===== config.mk =====
export PLATFORM = sky130hd
export DESIGN_NAME = code_patch_ctrl
export DESIGN_NICKNAME = d
export VERILOG_FILES = /design/src/rtl/code_patch_pkg.sv /design/src/rtl/code_patch_cam.sv /design/src/rtl/code_patch_ctrl.sv
export SDC_FILE = /design/constraint.sdc
export NUM_CORES = 1
export LEC_CHECK = 0
export BUFFER_PORTS_ARGS = -buffer_cell sky130_fd_sc_hd__buf_2
export CAP_MARGIN = 15
export CELL_PAD_IN_SITES_DETAIL_PLACEMENT = 1
export CELL_PAD_IN_SITES_GLOBAL_PLACEMENT = 2
export CORE_ASPECT_RATIO = 1.2
export CORE_UTILIZATION = 40
export CTS_CLUSTER_SIZE = 30
export DETAILED_ROUTE_END_ITERATION = 6
export MAX_ROUTING_LAYER = met4
export PLACE_DENSITY = 0.92
export SLEW_MARGIN = 20
export SYNTH_ARGS = -nofsm -noshare
export SYNTH_HDL_FRONTEND = slang
export SYNTH_SLANG_ARGS = --single-unit

===== constraint.sdc =====
create_clock -name clk_i -period 7.9 [get_ports clk_i]
set_clock_uncertainty 0.15 [all_clocks]
set_input_delay 1.58 -clock clk_i [delete_from_list [all_inputs] [get_ports clk_i]]
set_output_delay 1.58 -clock clk_i [all_outputs]
set_load 0.005 [all_outputs]

===== src/rtl/code_patch_pkg.sv =====
// Shared types and default sizing for the code patch controller.
package code_patch_pkg;

  localparam int N_ENTRY = 3;
  localparam int ADDR_W  = 13;
  localparam int DATA_W  = 8;
  localparam int ENTRY_W = 1 + ADDR_W + DATA_W;

  typedef struct packed {
    logic              valid;
    logic [ADDR_W-1:0] addr;
    logic [DATA_W-1:0] data;
  } entry_t;

  typedef enum logic [1:0] {
    ST_IDLE  = 2'd0,
    ST_ARMED = 2'd1,
    ST_CLEAR = 2'd2
  } state_e;

  function automatic logic [7:0] sat_inc8(input logic [7:0] v);
    return (v == 8'hFF) ? v : v + 8'd1;
  endfunction

endpackage


===== src/rtl/code_patch_cam.sv =====
// Address compare across all patch entries; lowest matching index wins.
module code_patch_cam
  import code_patch_pkg::*;
#(
  parameter int N_ENTRY = code_patch_pkg::N_ENTRY,
  parameter int IDX_W   = 2
) (
  input  entry_t            entries_i [N_ENTRY],
  input  logic [ADDR_W-1:0] addr_i,
  output logic              hit_o,
  output logic [IDX_W-1:0]  idx_o
);

  // Scan high to low so the lowest matching index is the last one written.
  always_comb begin
    hit_o = 1'b0;
    idx_o = '0;
    for (int k = N_ENTRY - 1; k >= 0; k--) begin
      if (entries_i[k].valid && (entries_i[k].addr == addr_i)) begin
        hit_o = 1'b1;
        idx_o = IDX_W'(k);
      end
    end
  end

endmodule


===== src/rtl/code_patch_ctrl.sv =====
// Code patch controller: entry table, config write port, armed fetch matching,
// sequential clear and a saturating hit counter.
module code_patch_ctrl
  import code_patch_pkg::*;
#(
  parameter int N_ENTRY = code_patch_pkg::N_ENTRY,
  parameter int ADDR_W  = code_patch_pkg::ADDR_W,
  parameter int DATA_W  = code_patch_pkg::DATA_W,
  localparam int ENTRY_W = 1 + ADDR_W + DATA_W,
  localparam int IDX_W   = (N_ENTRY > 1) ? $clog2(N_ENTRY) : 1
) (
  input  logic               clk_i,
  input  logic               rst_i,
  input  logic               cfg_pat_gen_i,
  input  logic               clr_i,
  // Config write: accepted on any cycle where cfg_valid_i & cfg_ready_o;
  // cfg_ready_o may depend combinationally on si_read_i (reads win).
  input  logic               cfg_valid_i,
  output logic               cfg_ready_o,
  input  logic [IDX_W-1:0]   cfg_idx_i,
  input  logic [ENTRY_W-1:0] cfg_data_i,
  input  logic               si_read_i,
  input  logic [ADDR_W-1:0]  si_addr_i,
  output logic               hit_o,
  output logic [IDX_W-1:0]   hit_idx_o,
  output logic [DATA_W-1:0]  patch_data_o,
  output logic               nopg_o,
  output logic               busy_o,
  output logic               err_o,
  output logic [7:0]         hit_cnt_o,
  output state_e             state_o
);

  state_e             state_q, state_d;
  logic [IDX_W-1:0]   clr_cnt_q, clr_cnt_d;
  entry_t             entry_q [N_ENTRY];
  logic               hit_q;
  logic [IDX_W-1:0]   hit_idx_q;
  logic [DATA_W-1:0]  data_q;
  logic               err_q;
  logic [7:0]         cnt_q;

  logic               wr_acc, wr_bad;
  logic               cam_hit, rd_hit;
  logic [IDX_W-1:0]   cam_idx;
  logic [DATA_W-1:0]  cam_data;
  entry_t             wr_entry;

  // State register.
  always_ff @(posedge clk_i or posedge rst_i) begin
    if (rst_i) begin
      state_q   <= ST_IDLE;
      clr_cnt_q <= '0;
    end else begin
      state_q   <= state_d;
      clr_cnt_q <= clr_cnt_d;
    end
  end

  // Next-state logic; CLEAR walks one entry per cycle and ignores clr_i.
  always_comb begin
    state_d   = state_q;
    clr_cnt_d = '0;
    unique case (state_q)
      ST_IDLE: begin
        if (clr_i)              state_d = ST_CLEAR;
        else if (cfg_pat_gen_i) state_d = ST_ARMED;
      end
      ST_ARMED: begin
        if (clr_i)               state_d = ST_CLEAR;
        else if (!cfg_pat_gen_i) state_d = ST_IDLE;
      end
      ST_CLEAR: begin
        clr_cnt_d = clr_cnt_q + IDX_W'(1);
        if (clr_cnt_q == IDX_W'(N_ENTRY - 1)) state_d = ST_IDLE;
      end
      default: state_d = ST_IDLE;
    endcase
  end

  // Outputs decoded from state.
  always_comb begin
    cfg_ready_o = 1'b0;
    busy_o      = 1'b0;
    unique case (state_q)
      ST_IDLE:  cfg_ready_o = 1'b1;
      ST_ARMED: cfg_ready_o = ~si_read_i;
      ST_CLEAR: busy_o      = 1'b1;
      default:  cfg_ready_o = 1'b0;
    endcase
  end

  assign state_o  = state_q;
  assign wr_acc   = cfg_valid_i & cfg_ready_o;
  assign wr_bad   = int'(cfg_idx_i) >= N_ENTRY;
  assign wr_entry = entry_t'(cfg_data_i);

  always_ff @(posedge clk_i or posedge rst_i) begin
    if (rst_i) begin
      for (int k = 0; k < N_ENTRY; k++) entry_q[k] <= '0;
    end else begin
      for (int k = 0; k < N_ENTRY; k++) begin
        if ((state_q == ST_CLEAR) && (clr_cnt_q == IDX_W'(k)))
          entry_q[k] <= '0;
        else if (wr_acc && !wr_bad && (cfg_idx_i == IDX_W'(k)))
          entry_q[k] <= wr_entry;
      end
    end
  end

  // Matching sees the registered table, i.e. before any same-edge write.
  code_patch_cam #(
    .N_ENTRY (N_ENTRY),
    .IDX_W   (IDX_W)
  ) u_cam (
    .entries_i (entry_q),
    .addr_i    (si_addr_i),
    .hit_o     (cam_hit),
    .idx_o     (cam_idx)
  );

  assign rd_hit = (state_q == ST_ARMED) & si_read_i & cam_hit;

  always_comb begin
    cam_data = '0;
    for (int k = 0; k < N_ENTRY; k++) begin
      if (cam_idx == IDX_W'(k)) cam_data = entry_q[k].data;
    end
  end

  always_comb begin
    nopg_o = 1'b1;
    for (int k = 0; k < N_ENTRY; k++) begin
      if (entry_q[k].valid) nopg_o = 1'b0;
    end
  end

  always_ff @(posedge clk_i or posedge rst_i) begin
    if (rst_i) begin
      hit_q     <= 1'b0;
      hit_idx_q <= '0;
      data_q    <= '0;
      err_q     <= 1'b0;
      cnt_q     <= '0;
    end else begin
      hit_q     <= rd_hit;
      hit_idx_q <= rd_hit ? cam_idx : '0;
      data_q    <= rd_hit ? cam_data : '0;
      err_q     <= wr_acc & wr_bad;
      if ((state_q != ST_CLEAR) && (state_d == ST_CLEAR))
        cnt_q <= '0;
      else if (rd_hit)
        cnt_q <= sat_inc8(cnt_q);
    end
  end

  assign hit_o        = hit_q;
  assign hit_idx_o    = hit_idx_q;
  assign patch_data_o = data_q;
  assign err_o        = err_q;
  assign hit_cnt_o    = cnt_q;

endmodule


== Word-level counts from Yosys, hierarchy flattened ==
Cells that the tools add are included.
Cells by class
  equal/unequal tests: 15
  bitwise operators: 5
  reduce and logical (&&, ||, !) cells: 21
  $add $sub $neg: 2
  order comparisons: 1
  mux-type cells: 32
Operators with widths (count)
  2-to-1 mux 22 bit: 6
  2-to-1 mux 8 bit: 7
  == test 13 bit: 3
  2-to-1 mux 2 bit: 10
  logical AND 1 bit: 11
  == test 2 bit, second input constant: 5
  adder 8 x 1 -> 8 bit, second input constant: 1
  == test 2 x 1 -> 1 bit, second input constant: 4
  == test 8 bit, second input constant: 1
  zero test 2 bit: 4
  nonzero test 2 bit: 4
  2-to-1 mux 1 bit: 7
  one-hot mux 2 bit (3 select lines): 1
  AND 1 bit: 4
  != test 2 bit, second input constant: 2
  adder 2 x 1 -> 2 bit, second input constant: 1
  greater-or-equal comparator 2 bit, second input constant: 1
  one-hot mux 1 bit (2 select lines): 1
  AND reduction 2 bit: 1
  zero test 1 bit: 1
  inverter 1 bit: 1
Storage, ports and cells
  input bits: 43
  bits in registers: 90
  logic and storage cells: 92
  output and inout port bits: 25

== Depth between registers and ports, before layout ==
Gate-level depths: netlist of run 1.
  depth after elaboration: 10
  mapped depth: 8
  gate-level depth less buffers: 6

== Cells and area by module ==
Synthesis of run 1 repeated with hierarchy kept, for this count alone.
Second synthesis, totals
  cells, all modules: 414
  area total of the unflattened synthesis: 4461.8 um^2
Modules (own cells, without submodules)
  code_patch_ctrl: seq. area each 2252.2 um^2, cells an instance 357, instances 1, area an instance 4000.1 um^2
  code_patch_cam: seq. area each 0.0 um^2, cells an instance 57, instances 1, area an instance 461.7 um^2

== Worst setup path after synthesis of run 1 ==
No wires, ideal clock.
  kind: input port to flip-flop
  from: input si_addr_i[5]
  to: register cnt_q[3] (netlist: hit_cnt_o[3])
  setup slack: 4221 ps
  data required time: 7672 ps
  setup time: 78 ps
  stages on the path: 8
  data arrival time: 3451 ps
  path buffers: 2
  cell sequence: xnor2_1 nand4_1 or4_1 buf_2 a311o_1 buf_2 or3_1 a21oi_1
On the way
  cells in the longest elaborated chain, start to end: 8
  elaborated cells between the ends (all ways): 12
  those cells by class: 3 x eq/ne; 3 x mux; 1 x bitwise; 5 x reduce/logical
Ends and longest elaborated chain
  start: declaration: RTL line code_patch_ctrl.sv:23  | input logic [ADDR_W-1:0] si_addr_i,
  == test 13 bit: RTL line code_patch_cam.sv:19  | if (entries_i[k].valid && (entries_i[k].addr == addr_i)) begin
  logical AND 1 bit: RTL line code_patch_cam.sv:19
  2-to-1 mux 1 bit (2 in a row): RTL line code_patch_cam.sv:19
  2-to-1 mux 1 bit *: RTL line code_patch_cam.sv:19
  AND 1 bit *: RTL line code_patch_ctrl.sv:122  | assign rd_hit = (state_q == ST_ARMED) & si_read_i & cam_hit;
  nonzero test 2 bit (no source line) *
  AND reduction 2 bit (no source line) *
  end signal: assignment: RTL line code_patch_ctrl.sv:153  | cnt_q <= sat_inc8(cnt_q);
  end: declaration: RTL line code_patch_ctrl.sv:41  | logic [7:0] cnt_q;
Mark *: on every way between the ends. The rest lies on a longest branch, timed or not.
A chain may end at the register's enable or synchronous reset.

== Final worst setup path of run 1 ==
  from: input si_addr_i[8]
  to: register cnt_q[7] (netlist: hit_cnt_o[7])
Same word-level chain as after synthesis.

==> impl_metrics.tcl, run 1 <==
set metrics [dict create \
    grt_pass1_wl_um 16900 \
    fin_tns_setup_ns 0 \
    powerDensity_nw_per_um2 301 \
    cts_resized 0 \
    maxSlewViolCount 0 \
    critPathLaunchType "input pin" \
    synth_ff_type "dfrtp_1" \
    cts-buffers-inserted 9 \
    hold_violations 0 \
    whs_path_depth 1 \
    post-cts-setup-buffer-count 0 \
    reg2reg_setup_slack_ns 4.90 \
    drive_gt1_frac 0.239 \
    pre_cts_ws_ns 3.56 \
    synth-seq-cells 90 \
    worstReg2RegEnd "hit_cnt_o[7]" \
    grt_usage 0.229 \
    ctsHoldBuffers 0 \
    first_pass_iters 4 \
    hold_path.startpoint "clr_cnt_q[0]" \
    final-seq-area_sq_um 2250 \
    yosys.area.top_type_share 0.582 \
    synth_area_sq_um 3870 \
    crit_type "input pin to register" \
    worst_path_most_repeated_cell "or4_1" \
    grt_start_max_net_pins 73 \
    fill_cells 1021 \
    maxCapViolCount 0 \
    cts.clk_slew.worst_paths_ns 0.09 \
    ff2ff_path_depth 6 \
    ios 68 \
    multi_input_area_sq_um 1530 \
    totalWireLength_um 10100 \
    period_needed_ns 3.93 \
    grt_pass1_vias 3113 \
    dr_wl_met2_um 5120 \
    drc 0 \
    grt_overflow 0 \
    required_ns 8.04 \
    h-tree-depth 3 \
    layout_commonest_cell "dfrtp_1" \
    final_cell_mix "dfrtp_1 (90), buf_2 (67), a22o_1 (66), xnor2_1 (39), nor2_1 (14)" \
    relSlewSlack 0.414 \
    power_mw 1.36 \
    min_path_type "register to register" \
    dp_hpwl_um 6930 \
    cp_slowest_cell "or4_1" \
    clk_latency_ns 0.37 \
    place_area_sq_um 4360 \
    num_vias 2931 \
    synth_area_leaders "dfrtp_1 (58%), a22o_1 (15%), xnor2_1 (8.8%)" \
    status "complete, no violations" \
    dieArea_sq_um 10100 \
    fmax_mhz 254 \
    cts_buffer_depth 2 \
    slowest_delay_ns 0.75 \
    wl_met3_um 577 \
    layout-area-overhead-vs-synth_pct 17.1 \
    timing.rr.start "entry_q[62]" \
    synth_edf_count 0 \
    grt_setup_unrepaired "false" \
    cp_max_fo 12 \
    final_cells 514 \
    antenna_cells 0 \
    m1WireLength_um 4170 \
    core_area_sq_um 9220 \
    min_to "clr_cnt_q[0]" \
    root_buffer "clkbuf_8" \
    die_w_um 91.8 \
    yosysTopAreaCell "dfrtp_1" \
    drt_iter0_markers 160 \
    port_buffers 67 \
    cp_top_family "simple AND/OR/NAND/NOR gates" \
    worstPathArrival_ns 4.08 \
    yosys_warnings 0 \
    fp-row-count 38 \
    ir_worst_vdd_mv 0.135 \
    routed.top_layer "met4" \
    crit_path_end_kind "register" \
    wire_per_inst_um 19.7 \
    syn_nets 366 \
    die_y_um 110 \
    yosysUniqueCellTypes 32 \
    vias_per_cell 5.70 \
    path_buf_inv 1 \
    cts_sinks 90 \
    dp.cells 498 \
    tightestPinTransition_ns 0.879 \
    p_leak_nw 2.13 \
    antenna_left 0 \
    stdcell_area_sq_um 4530 \
    period_share 0.498 \
    hold_ws_ns 0.332 \
    path_cells "buf_2 -> xnor2_1 -> nand4_1 -> or4_1 -> a311o_1 -> or4_1 -> a21oi_1" \
    finalWorstSetupSlack_ns 3.97 \
    synth_area_per_cell_sq_um 12.1 \
    synthCells 319 \
    start_util 0.420 \
    synth_seq_area_share 0.582 \
    fin_util 0.491 \
    postSynth.asyncResetShare 1.00 \
    antenna_found_initial 0 \
    tritoncts "done" \
    finalSetupViolations 0 \
    nets 436 \
    place_congestion 0.849 \
]
-- registers in the layout, indices dropped and copies added, names as in the netlist --
name / count
entry_q: 66
hit_cnt_o: 8
patch_data_o: 8
clr_cnt_q: 2
hit_idx_o: 2
state_o: 2
err_o: 1
hit_o: 1
-- synthesized netlist by cell type, types with 4 or more instances --
library cell	instances
a21oi_1	11
a221oi_1	7
a22o_1	66
clkbuf_1	15
dfrtp_1	90
ha_1	4
inv_1	6
nand2_1	8
nand4_1	10
nor2_1	14
nor3_1	11
or4_1	5
xnor2_1	39
-- final cells by class --
class / instances / share of cell area
multi-input cells: 206 / 0.338
inverters: 6 / 0.00524
repair buffers: 76 / 0.0889
well taps: 120 / 0.0331
clock inverters: 7 / 0.0102
clock buffers: 9 / 0.0273
flip-flops and latches: 90 / 0.497
-- worst max-delay path by stage --
stage                   end  cells after the start          start
6_report       hit_cnt_o[7]                      7   si_addr_i[8]
5_1_grt        hit_cnt_o[7]                      7   si_addr_i[8]
4_1_cts        hit_cnt_o[7]                      7  si_addr_i[10]
3_5_place_dp   hit_cnt_o[7]                      7   si_addr_i[8]
3_3_place_gp   hit_cnt_o[5]                      7  si_addr_i[10]
2_1_floorplan  clr_cnt_q[0]                      1          rst_i
-- logic make-up (layout without fill, tap and decap cells) --
group / count (synthesis) / after routing / synth area share
DFF: 90 / 90 / 0.582
xor gates and xnor gates: 40 / 40 / 0.0905
muxes: 1 / 1 / 0.00259
adders and majority gates: 4 / 4 / 0.0129
and+or+nand+nor: 67 / 67 / 0.0925
AOI/OAI and AO/OA: 94 / 94 / 0.197
buffers and inverters: 23 / 98 / 0.0230
-- report_power, final --
part	switching, mW	total (mW)	internal, mW	leakage, nW
Combinational	0.198	0.389	0.191	0.830
Sequential	0.101	0.694	0.594	1.21
Clock	0.168	0.281	0.113	0.0810
Total	0.467	1.36	0.898	2.13
-- metal layers --
layer  global-route usage  vias to the layer above
met1                0.293                     1482
met4                0.102                        0
li1                     -                     1327
met2                0.358                       99
met5                    -                        -
met3               0.0429                       23
Note: power is estimated with default switching activity, not from simulation.
==> run 2, diff against run 1 <==
- CORE_UTILIZATION: 40 -> 33
- PLACE_DENSITY: 0.92 -> 0.82
- clock period: 7.9 -> 3.6 ns (I/O delays scaled with it)
==> run 2 against run 1 <==
Net effect:
- cell area grew 4.7%
- routed wire length rose by 3.4%
- sequential power grew 120%
- critical path depth stayed put
- first-iteration DRC count is 42% lower
- total power grew 150%
- global-route usage is 3.4 points lower
- largest cell class unchanged
==> impl_metrics.tcl, run 2 (synthesized netlist as in run 1, its figures left out) <==
set metrics [dict create \
    status "complete, no violations" \
    place_congestion 0.770 \
    powerDensity_nw_per_um2 714 \
    critPathLaunchType "input pin" \
    worstPathArrival_ns 3.12 \
    required_ns 3.71 \
    grt_util_met2 0.317 \
    dieArea_sq_um 12200 \
    totalWireLength_um 10500 \
    die_y_um 121 \
    num_vias 2937 \
    fill_cells 1261 \
    drt_iter0_markers 93 \
    port_buffers 67 \
    p_leak_nw 2.21 \
    min_path_type "register to register" \
    multi_input_area_sq_um 1530 \
    period_share 0.834 \
    cts-buffers-inserted 9 \
    relSlewSlack 0.462 \
    antenna_left 0 \
    fp-row-count 42 \
    antenna_found_initial 0 \
    ir_worst_vdd_mv 0.267 \
    grt_setup_unrepaired "false" \
    root_buffer "clkbuf_16" \
    regMostFlops "entry_q" \
    post-cts-setup-buffer-count 0 \
    hold_violations 0 \
    cts_resized 0 \
    path_cells "buf_2 -> xnor2_1 -> nand4_1 -> or4_1 -> a311o_1 -> or4_1 -> a21oi_1" \
    grt_start_max_net_pins 48 \
    ios 68 \
    cp_slowest_cell "or4_1" \
    met3_usage 0.0382 \
    vias_per_cell 5.36 \
    first_pass_iters 4 \
    final-seq-area_sq_um 2250 \
    h-tree-depth 3 \
    cts_buffer_depth 2 \
    die_w_um 101 \
    dp_hpwl_um 6990 \
    antenna_cells 0 \
    busiest_layer "met2" \
    layout_commonest_cell "dfrtp_1" \
    layout-area-overhead-vs-synth_pct 22.6 \
    tightestPinTransition_ns 0.806 \
    core_area_sq_um 11200 \
    crit_path_end_kind "register" \
    worst_path_most_repeated_cell "or4_1" \
    largest_reg_flops 66 \
    period_needed_ns 3.00 \
    grt_overflow 0 \
    clk_latency_ns 0.34 \
    grt_pass1_vias 3204 \
    drive_gt1_frac 0.234 \
    finalSetupViolations 0 \
    drc 0 \
    cts.clk_slew.worst_paths_ns 0.06 \
    grt_pass1_wl_um 17400 \
    slowest_delay_ns 0.64 \
    final_cell_mix "dfrtp_1 (90), buf_2 (67), a22o_1 (66), xnor2_1 (39), nor2_1 (14)" \
    wire_per_inst_um 19.1 \
    cts_sinks 90 \
    tritoncts "done" \
    fin_tns_setup_ns 0 \
    maxCapViolCount 0 \
    cp_max_fo 12 \
    hold_ws_ns 0.326 \
    gr-usage-met1 0.244 \
    nets 437 \
    ctsHoldBuffers 0 \
    grt_usage 0.195 \
    fmax_mhz 333 \
    crit_type "input pin to register" \
    fin_util 0.422 \
    maxSlewViolCount 0 \
    start_util 0.344 \
]
[run 2: cell count changes in the layout (fill, tap and decap cells not counted)]
| cell | before | now |
|---|---|---|
| clkinvlp_4 | 3 | 0 |
| buf_12 | 0 | 1 |
| clkbuf_1 | 0 | 2 |
| bufinv_16 | 0 | 2 |
| clkbuf_8 | 9 | 2 |
| clkbuf_16 | 0 | 9 |
| clkinv_2 | 4 | 1 |
| clkinv_4 | 1 | 0 |
[run 2: worst paths after layout]
path / cells past startpoint / from / slack (ns) / end
min: 1 / clr_cnt_q[0] / 0.33 / clr_cnt_q[0]
max in group asynchronous: 3 / rst_i / 2.23 / entry_q[42]
max: 7 / si_addr_i[12] / 0.60 / hit_cnt_o[7]
min in group asynchronous: 2 / rst_i / 0.34 / clr_cnt_q[0]
max reg2reg: 6 / entry_q[20] / 0.67 / hit_cnt_o[7]
min reg2reg: 1 / clr_cnt_q[0] / 0.33 / clr_cnt_q[0]
[run 2: critical path: cells and delay by family]
kind / cells / cell delay, ns
simple gates: 3 / 1.35
compound gates: 2 / 0.72
xor+xnor: 1 / 0.19
buf+inv: 1 / 0.13
[run 2: power breakdown]
group          internal [mW]  switching (mW)
Clock                  0.643           0.373
Combinational          0.422           0.429
Sequential              1.31           0.217
[run 2: metal layers]
metal  up-vias  wire length [um]
li1       1329                 -
met1      1526              4630
met2        69              5250
met3        13               425
met4         0               176
met5         -                 0
[run 2: stage by stage]
step,power (mW),instance area (sq um),std cells,setup WS (ns)
after floorplan,2.07,3870,319,0.395
after global placement,2.34,4430,533,0.341
after detailed placement,2.38,4430,533,0.273
after CTS,3.42,4750,548,0.609
after global routing,3.56,4750,548,0.503
final,3.39,4750,548,0.598
[run 2: cell type report]
class                      count  share of cell area
timing repair buffer          77              0.0891
multi-input combinational    206               0.323
clock inverter                 2              0.0127
clock buffer                  13              0.0548
inverter                       6             0.00501
tap                          154              0.0406
sequential                    90               0.475
==> run 3, diff against run 2 <==
- CORE_UTILIZATION: 33 -> 37
- PLACE_DENSITY: 0.82 -> 0.86
- clock period: 3.6 -> 2.95 ns (I/O delays scaled with it)
==> run 3 against run 2 <==
Net effect:
- first-iteration DRC count grew 18%
- final cell count shrank 3.8%
- critical path depth shrank 1
- total power grew 18%
- critical path type is now register to register
- critical endpoint is now hit_cnt_o[5]
- highest routed layer unchanged
==> impl_metrics.tcl, run 3 (synthesized netlist as in run 1, its figures left out) <==
set metrics [dict create \
    p_leak_nw 2.23 \
    required_ns 3.06 \
    tightestPinTransition_ns 0.898 \
    final-seq-area_sq_um 2250 \
    num_vias 3018 \
    crit_path_end_kind "register" \
    dieArea_sq_um 10900 \
    die_y_um 114 \
    multi_input_area_sq_um 1530 \
    grt_pass1_wl_um 17400 \
    final_cell_mix "dfrtp_1 (90), buf_2 (67), a22o_1 (66), xnor2_1 (39), buf_4 (18)" \
    vias_per_cell 5.73 \
    pre_cts_ws_ns -0.0203 \
    worstPathArrival_ns 2.77 \
    grt_usage 0.221 \
    ff2ff_path_depth 6 \
    grt_pass1_vias 3219 \
    cts-buffers-inserted 9 \
    first_pass_iters 4 \
    layout-area-overhead-vs-synth_pct 22.5 \
    status "complete, no violations" \
    period_share 0.901 \
    cts_buffer_depth 2 \
    port_buffers 67 \
    dp_hpwl_um 6970 \
    maxSlewViolCount 0 \
    finalSetupViolations 0 \
    fin_util 0.469 \
    drc 0 \
    hold_violations 0 \
    wire_per_inst_um 20.0 \
    finalWorstSetupSlack_ns 0.293 \
    whs_path_depth 2 \
    nets 446 \
    cts_sinks 90 \
    clk_latency_ns 0.34 \
    period_needed_ns 2.66 \
    root_buffer "clkbuf_16" \
    start_util 0.383 \
    dp.cells 514 \
    cts_resized 0 \
    core_area_sq_um 10100 \
    cts.clk_slew.worst_paths_ns 0.06 \
    tritoncts "done" \
    fmax_mhz 376 \
    relSlewSlack 0.400 \
    grt_start_max_net_pins 41 \
    die_w_um 95.4 \
    layout_commonest_cell "dfrtp_1" \
    ctsHoldBuffers 0 \
    maxCapViolCount 0 \
    drive_gt1_frac 0.252 \
    grt_overflow 0 \
    cp_max_fo 3 \
    crit_type "register to register" \
    regMostFlops "entry_q" \
    final_cells 527 \
    post-cts-setup-buffer-count 0 \
    ios 68 \
    min_to "state_o[0]" \
    antenna_cells 0 \
    power_mw 4.01 \
    hold_path.startpoint "clr_i" \
    reg2reg_setup_slack_ns 0.29 \
    h-tree-depth 3 \
    timing.rr.start "entry_q[20]" \
    largest_reg_flops 66 \
    critPathLaunchType "register" \
    worstReg2RegEnd "hit_cnt_o[5]" \
    min_path_type "input pin to register" \
    powerDensity_nw_per_um2 845 \
    fp-row-count 40 \
    totalWireLength_um 10500 \
    antenna_left 0 \
    place_congestion 0.821 \
    antenna_found_initial 0 \
    ir_worst_vdd_mv 0.345 \
    grt_setup_unrepaired "false" \
    fill_cells 1119 \
    drt_iter0_markers 110 \
]
## run 3: changes by cell type in the layout (fill, tap and decap cells not counted)
cell        delta
clkinvlp_4     +2
clkbuf_8       -1
clkbuf_1       -2
bufinv_16      -1
buf_4          +9
## run 3: how the worst max path moves through the flow
stage,from,slack [ns],to
floorplan,si_addr_i[5],0.26,hit_cnt_o[3]
global placement,si_addr_i[12],0.002,hit_cnt_o[7]
detailed placement,si_addr_i[6],-0.02,hit_cnt_o[5]
CTS,entry_q[20],0.29,hit_cnt_o[5]
global route,entry_q[34],0.23,hit_cnt_o[5]
finish,entry_q[20],0.29,hit_cnt_o[5]
## run 3: cell type report
| class | instances | share of cell area |
|---|---|---|
| clock inverters | 3 | 0.00897 |
| well taps | 126 | 0.0332 |
| inverters | 6 | 0.00554 |
| multi-input cells | 206 | 0.323 |
| repair buffers | 86 | 0.103 |
| clock buffers | 10 | 0.0504 |
| flip-flops and latches | 90 | 0.475 |
## run 3: per-layer routing
layer,wire (um),part of all wire,GRT usage,vias up
met5,0,0,-,-
met4,171,0.016,0.0737,0
met3,511,0.049,0.0433,13
met2,5260,0.50,0.350,89
met1,4580,0.44,0.282,1571
li1,-,-,-,1345
## run 3: critical path: stages (launching register included)
cell and delay [ns]:
dfrtp_1 0.39, xnor2_1 0.22, nand4_1 0.14, or4_1 0.58
a311o_1 0.42, or4_1 0.51, a21oi_1 0.17
## run 3: metrics by stage
step	area (sq um)	hold WS (ns)	setup TNS (ns)
after floorplan	3870	0.281	0
after global placement	4460	0.306	0
after detailed placement	4460	0.315	-0.0203
after CTS	4740	0.253	0
after global routing	4740	0.257	0
final	4740	0.260	0
## run 3: where the power goes
part	leakage [nW]	switching (mW)	total, mW	internal (mW)
clock	0.136	0.451	1.11	0.663
combinational	0.876	0.519	1.04	0.517
sequential	1.21	0.262	1.86	1.59
